<file path="config.mk">
export PLATFORM = sky130hd
export DESIGN_NAME = pipe_ctrl_flat
export DESIGN_NICKNAME = d
export VERILOG_FILES = /design/src/rtl/pipe_ctrl_if.sv /design/src/rtl/pipe_ctrl.sv /design/src/flat_wrapper.sv
export SDC_FILE = /design/constraint.sdc
export NUM_CORES = 1
export LEC_CHECK = 0
export CAP_MARGIN = 10
export CORE_AREA = 2 2 54 94
export CTS_CLUSTER_SIZE = 28
export DETAILED_ROUTE_END_ITERATION = 10
export DIE_AREA = 0 0 56 96
export GPL_TIMING_DRIVEN = 0
export PLACE_DENSITY = 0.9
export SETUP_SLACK_MARGIN = 0.02
export SKIP_CTS_REPAIR_TIMING = 1
export SLEW_MARGIN = 20
export SYNTH_ARGS = -nofsm -noshare
export SYNTH_HDL_FRONTEND = slang
export SYNTH_SLANG_ARGS = --single-unit
</file>
<file path="constraint.sdc">
create_clock -name clk -period 2.1 [get_ports clk]
set_input_delay 0.315 -clock clk [delete_from_list [all_inputs] [get_ports clk]]
set_output_delay 0.315 -clock clk [all_outputs]
set_load 0.01 [all_outputs]
</file>
<file path="src/rtl/pipe_ctrl_if.sv">
// Handshake bundle between the execute stage, the pipeline sequencer and the PC / IF-ID registers.
// The slave modport is the sequencer; the master modport is the surrounding core (or a bench).
interface pipe_ctrl_if #(
   parameter int unsigned ADDR_W = 32
);
   logic              jump_en;
   logic [ADDR_W-1:0] jump_addr;
   logic              hold_en;
   logic              fetch_ready;
   logic              halt_req;
   logic              halt_ack;
   logic              pc_jump_en;
   logic [ADDR_W-1:0] pc_jump_addr;
   logic              pc_hold;
   logic              ifid_flush;
   logic [1:0]        ctrl_state;

   modport master (
      output jump_en, jump_addr, hold_en, fetch_ready, halt_req,
      input  halt_ack, pc_jump_en, pc_jump_addr, pc_hold, ifid_flush, ctrl_state
   );

   modport slave (
      input  jump_en, jump_addr, hold_en, fetch_ready, halt_req,
      output halt_ack, pc_jump_en, pc_jump_addr, pc_hold, ifid_flush, ctrl_state
   );
endinterface

</file>
<file path="src/rtl/pipe_ctrl.sv">
// Pipeline sequencer for the 3-stage core: redirect bubbles, redirect buffering across fetch
// stalls and the debug halt handshake.
module pipe_ctrl #(
   parameter int unsigned FLUSH_CYCLES = 1,
   parameter int unsigned ADDR_W       = 32
) (
   input logic        clk,
   input logic        rst,
   pipe_ctrl_if.slave bus
);

   typedef enum logic [1:0] {
      StRun   = 2'd0,
      StFlush = 2'd1,
      StPend  = 2'd2,
      StHalt  = 2'd3
   } state_e;

   localparam logic [3:0] CntLoad = 4'(FLUSH_CYCLES - 1);

   state_e            state_q, state_d;
   logic [3:0]        cnt_q, cnt_d;
   logic [ADDR_W-1:0] pend_addr_q, pend_addr_d;
   logic              halt_ack_q, halt_ack_d;

   logic              redirect;
   logic              pc_jump_en, pc_hold, ifid_flush;
   logic [ADDR_W-1:0] pc_jump_addr;

   assign redirect = bus.jump_en & bus.hold_en;

   always_comb begin
      state_d      = state_q;
      cnt_d        = cnt_q;
      pend_addr_d  = pend_addr_q;
      pc_jump_en   = 1'b0;
      pc_jump_addr = '0;
      pc_hold      = 1'b0;
      ifid_flush   = 1'b0;

      unique case (state_q)
         StRun: begin
            if (redirect && bus.fetch_ready) begin
               pc_jump_en   = 1'b1;
               pc_jump_addr = bus.jump_addr;
               ifid_flush   = 1'b1;
               if (FLUSH_CYCLES > 1) begin
                  state_d = StFlush;
                  cnt_d   = CntLoad;
               end
            end else if (redirect) begin
               pend_addr_d = bus.jump_addr;
               pc_hold     = 1'b1;
               ifid_flush  = 1'b1;
               state_d     = StPend;
            end else if (bus.halt_req) begin
               pc_hold    = 1'b1;
               ifid_flush = 1'b1;
               state_d    = StHalt;
            end else if (!bus.fetch_ready) begin
               pc_hold    = 1'b1;
               ifid_flush = 1'b1;
            end
         end
         StFlush: begin
            ifid_flush = 1'b1;
            pc_hold    = !bus.fetch_ready;
            // Bubbles only count when fetch actually delivers a (discarded) instruction.
            if (bus.fetch_ready) begin
               cnt_d = cnt_q - 4'd1;
               if (cnt_q == 4'd1) state_d = StRun;
            end
         end
         StPend: begin
            ifid_flush = 1'b1;
            if (!bus.fetch_ready) begin
               pc_hold = 1'b1;
            end else begin
               pc_jump_en   = 1'b1;
               pc_jump_addr = pend_addr_q;
               if (FLUSH_CYCLES > 1) begin
                  state_d = StFlush;
                  cnt_d   = CntLoad;
               end else begin
                  state_d = StRun;
               end
            end
         end
         StHalt: begin
            pc_hold    = 1'b1;
            ifid_flush = 1'b1;
            if (!bus.halt_req) state_d = StRun;
         end
         default: state_d = StRun;
      endcase

      // Acknowledge only once HALT has been held across an edge.
      halt_ack_d = (state_q == StHalt) && (state_d == StHalt);

      if (rst) begin
         pc_jump_en   = 1'b0;
         pc_jump_addr = '0;
         pc_hold      = 1'b1;
         ifid_flush   = 1'b1;
      end
   end

   always_ff @(posedge clk) begin
      if (rst) begin
         state_q     <= StRun;
         cnt_q       <= 4'd0;
         pend_addr_q <= '0;
         halt_ack_q  <= 1'b0;
      end else begin
         state_q     <= state_d;
         cnt_q       <= cnt_d;
         pend_addr_q <= pend_addr_d;
         halt_ack_q  <= halt_ack_d;
      end
   end

   assign bus.pc_jump_en   = pc_jump_en;
   assign bus.pc_jump_addr = pc_jump_addr;
   assign bus.pc_hold      = pc_hold;
   assign bus.ifid_flush   = ifid_flush;
   assign bus.halt_ack     = halt_ack_q;
   assign bus.ctrl_state   = state_q;

endmodule
</file>
<file path="src/flat_wrapper.sv">
// flat-port wrapper written by rule: the top's interface ports become plain ports
module pipe_ctrl_flat 
#(
   parameter int unsigned FLUSH_CYCLES = 1,
   parameter int unsigned ADDR_W       = 32
)
  (clk, rst, bus_jump_en, bus_jump_addr, bus_hold_en, bus_fetch_ready, bus_halt_req, bus_halt_ack, bus_pc_jump_en, bus_pc_jump_addr, bus_pc_hold, bus_ifid_flush, bus_ctrl_state);
  pipe_ctrl_if #(.ADDR_W(ADDR_W)) bus_i ();
  input logic clk;
  input logic rst;
  input wire logic [$bits(bus_i.jump_en)-1:0] bus_jump_en;
  input wire logic [$bits(bus_i.jump_addr)-1:0] bus_jump_addr;
  input wire logic [$bits(bus_i.hold_en)-1:0] bus_hold_en;
  input wire logic [$bits(bus_i.fetch_ready)-1:0] bus_fetch_ready;
  input wire logic [$bits(bus_i.halt_req)-1:0] bus_halt_req;
  output wire logic [$bits(bus_i.halt_ack)-1:0] bus_halt_ack;
  output wire logic [$bits(bus_i.pc_jump_en)-1:0] bus_pc_jump_en;
  output wire logic [$bits(bus_i.pc_jump_addr)-1:0] bus_pc_jump_addr;
  output wire logic [$bits(bus_i.pc_hold)-1:0] bus_pc_hold;
  output wire logic [$bits(bus_i.ifid_flush)-1:0] bus_ifid_flush;
  output wire logic [$bits(bus_i.ctrl_state)-1:0] bus_ctrl_state;
  assign bus_i.jump_en = bus_jump_en;
  assign bus_i.jump_addr = bus_jump_addr;
  assign bus_i.hold_en = bus_hold_en;
  assign bus_i.fetch_ready = bus_fetch_ready;
  assign bus_i.halt_req = bus_halt_req;
  assign bus_halt_ack = bus_i.halt_ack;
  assign bus_pc_jump_en = bus_i.pc_jump_en;
  assign bus_pc_jump_addr = bus_i.pc_jump_addr;
  assign bus_pc_hold = bus_i.pc_hold;
  assign bus_ifid_flush = bus_i.ifid_flush;
  assign bus_ctrl_state = bus_i.ctrl_state;
  pipe_ctrl #(.FLUSH_CYCLES(FLUSH_CYCLES), .ADDR_W(ADDR_W)) u_core (.clk(clk), .rst(rst), .bus(bus_i));
endmodule
</file>
==> flow_metrics.py, run 1 <==
metrics = {
    "status": {
        "outcome": "finished, final reports clean",
    },
    "place": {
        "port_buffers": 74,
        "place_ws_ns": -0.662,
        "dp_hpwl_um": 4000,
        "gp_congestion": 0.852,
    },
    "synth": {
        "syn_area_per_cell_um2": 9.78,
        "synthFlopType": "dfxtp_1",
        "synth_async_sr_flop_share_pct": 0,
        "syn_area_um2": 2190,
        "ys_seq_elements": 39,
        "synth_edf_count": 0,
        "ys_types": 28,
        "seq_area_frac_synth_pct": 35.7,
        "yosys_warnings": 0,
        "synthCells": 224,
        "synth_nets": 264,
    },
    "global_routing": {
        "grt_usage_pct": 20.3,
        "globalRoute.busiestLayer": "met2",
        "use_met2_pct": 38.6,
        "grt_max_degree": 13,
        "use_met3_pct": 3.23,
        "grt_overflow": 0,
        "antenna_found_initial": 0,
        "grt_util_met1_pct": 21.6,
        "grt_pass1_vias": 1927,
        "grt_pass1_wl_um": 8700,
    },
    "power_and_ir_drop": {
        "p_int_uw": 1260,
        "p_total_uw": 1720,
        "swShare_pct": 26.6,
        "pwr_density_cell_nw_per_um2": 558,
        "power_leakage_uw": 0.00128,
        "pwr-share-clk_pct": 33.7,
        "peakVddDrop_mv": 0.466,
        "seq_power_share_pct": 45.9,
        "p_switching_uw": 459,
        "power_frac_comb_pct": 20.5,
    },
    "drt": {
        "num_vias": 1977,
        "drc": 0,
        "ant_nets": 0,
        "drt-vias-per-instance": 5.42,
        "firstDrtPassIters": 4,
        "first_iter_violations": 43,
        "finalWirelength_um": 5660,
        "routedWlPerCell_um": 15.5,
    },
    "clock_network": {
        "htree_num_levels": 2,
        "clk_latency_ns": 0.30,
        "clkSinkCount": 39,
        "ctsRootBufferMaster": "clkbuf_8",
        "cts.path.max_buffers": 2,
        "clk_pin_slew_ns": 0.09,
        "cts_buffers": 5,
        "cts_tree": "built",
    },
    "setup_path": {
        "slowest_delay_ns": 0.34,
        "critical-path-top-delay-family": "buffers and inverters",
        "worst-path-buf-inv": 5,
        "worstPathArrival_ns": 1.73,
        "critPathMaxFanout": 10,
        "startpoint_type": "flip-flop",
        "timing_worst_setup_path_type": "reg -> out",
        "worstPathCellList": "buf_12, nor4_4, buf_4, buf_6, buf_8, a22o_1, buf_2",
        "cp_slowest_cell": "dfxtp_2",
        "crit_required_ns": 1.78,
        "critPathCaptureType": "output port",
    },
    "sta": {
        "worstMarginPinSlew_ns": 0.495,
        "fmax_ghz": 0.488,
        "holdWs_ns": 0.420,
        "worst_slack_ns": 0.0505,
        "maxSlewViolCount": 0,
        "finalSetupTns_ns": 0,
        "timing_hold_violations_final": 0,
        "fin_worst_skew_ns": 0.0115,
        "period_share_pct": 97.6,
        "slew_headroom_pct": 66.7,
        "rsz0062_at_grt": "yes",
        "setup_violations": 0,
        "fin_crit_ns": 2.05,
    },
    "die": {
        "die_height_um": 96,
        "pin_count": 76,
        "row_count": 33,
        "die_area_um2": 5380,
        "initial_core_util_pct": 47.3,
        "coreArea_um2": 4620,
        "die_w_um": 56,
    },
    "finish": {
        "register_area_um2": 783,
        "nFillCells": 383,
        "finalNetCount": 352,
        "diodes": 0,
        "multi_input_area_um2": 1290,
        "syn_to_final_growth_pct": 41.0,
        "layout-drive-gt1-share_pct": 21.4,
    },
    "min_path": {
        "hold_path_class": "in -> reg",
    },
    "job": {
        "max_cap_viol_count": 0,
    },
}
routing by layer:
layer / up-vias / wire length, µm
met5: - / 0
met4: 0 / 181
met3: 17 / 231
met2: 63 / 3180
met1: 938 / 2070
li1: 959 / -
final cells by class:
type                       count  area share, %
buffer                        18           4.58
clock buffer                   7           3.12
clock inverter                 1          0.243
inverter                       3          0.365
multi-input combinational    162           41.7
sequential                    39           25.4
tap                           52           2.11
timing repair buffer          83           22.5
state kept, by name, summed over array words and instances, names as in the netlist:
| register | flops |
|---|---|
| u_core.bus.ctrl_state | 2 |
| u_core.cnt_q | 4 |
| u_core.bus.halt_ack | 1 |
| u_core.pend_addr_q | 32 |
logic make-up after synthesis:
group           synth area share (%)
simple gates                    25.5
buf+inv                         6.46
fa+ha+maj                       1.14
xor+xnor                       0.800
flops                           35.7
compound gates                  15.8
mux                             14.6
cells in the final DEF (no fill, tap or decap), drive strengths merged, types with 3 or more instances in the layout:
cell type,n
nand2b,66
nand2,4
a21oi,3
dlymetal6s2s,7
a22o,32
dfxtp,39
inv,3
buf,24
nor2,6
clkbuf,40
clkdlybuf4s50,37
mux2i,32
through the flow:
stage	instances	cell area (µm²)	utilization (%)
finish	365	3090	66.8
global route	365	3090	66.8
CTS	358	3100	67.0
detailed placement	350	3000	64.8
global placement	350	3000	64.8
floorplan	224	2190	-
worst reg2reg max path, cell delays in order, from the launching register on:
cell,delay [ns]
dfxtp_2,0.33
buf_6,0.14
buf_4,0.14
nor4_4,0.44
buf_6,0.24
mux2i_1,0.21
worst paths after layout:
path | cells past startpoint | end | from | slack (ns)
max | 7 | bus_pc_jump_addr[4] | u_core.bus.ctrl_state[0]$_SDFF_PP0_ | 0.05
max reg2reg | 5 | u_core.pend_addr_q[6]$_SDFFE_PP0P_ | u_core.bus.ctrl_state[1]$_SDFF_PP0_ | 0.51
min | 3 | u_core.pend_addr_q[31]$_SDFFE_PP0P_ | rst | 0.42
min reg2reg | 2 | u_core.pend_addr_q[9]$_SDFFE_PP0P_ | u_core.pend_addr_q[9]$_SDFFE_PP0P_ | 0.48
power groups by stage:
stage | clock (µW) | combinational [µW] | sequential, µW
2_1_floorplan | 0 | 178 | 803
3_3_place_gp | 0 | 325 | 804
3_5_place_dp | 0 | 331 | 805
4_1_cts | 589 | 334 | 788
5_1_grt | 622 | 381 | 794
6_report | 580 | 353 | 791
cell usage after synthesis, types with 2 or more instances:
library cell | count | area share, %
buf_6 | 6 | 3.1
nand2_1 | 4 | 0.69
ha_1 | 2 | 1.1
a211oi_1 | 2 | 0.69
nand2b_1 | 65 | 19
inv_1 | 3 | 0.51
clkbuf_1 | 8 | 1.4
buf_2 | 5 | 1.1
nand3b_1 | 2 | 0.69
a21oi_1 | 3 | 0.69
a22o_1 | 32 | 13
mux2i_1 | 32 | 15
nor2_1 | 6 | 1.0
nor4_4 | 2 | 1.9
dfxtp_1 | 39 | 36
Power figures use the tool's default switching activity.
==> inputs of run 2 (changes only) <==
Settings changed: HOLD_SLACK_MARGIN set to 0.06.
==> results of run 2 <==
Same layout as run 1: the final DEF is identical, and so are final timing and power.
==> inputs of run 3 (changes only) <==
Settings changed: GPL_ROUTABILITY_DRIVEN set to 0.
==> results of run 3 <==
Same layout as run 1: the final DEF is identical, and so are final timing and power.
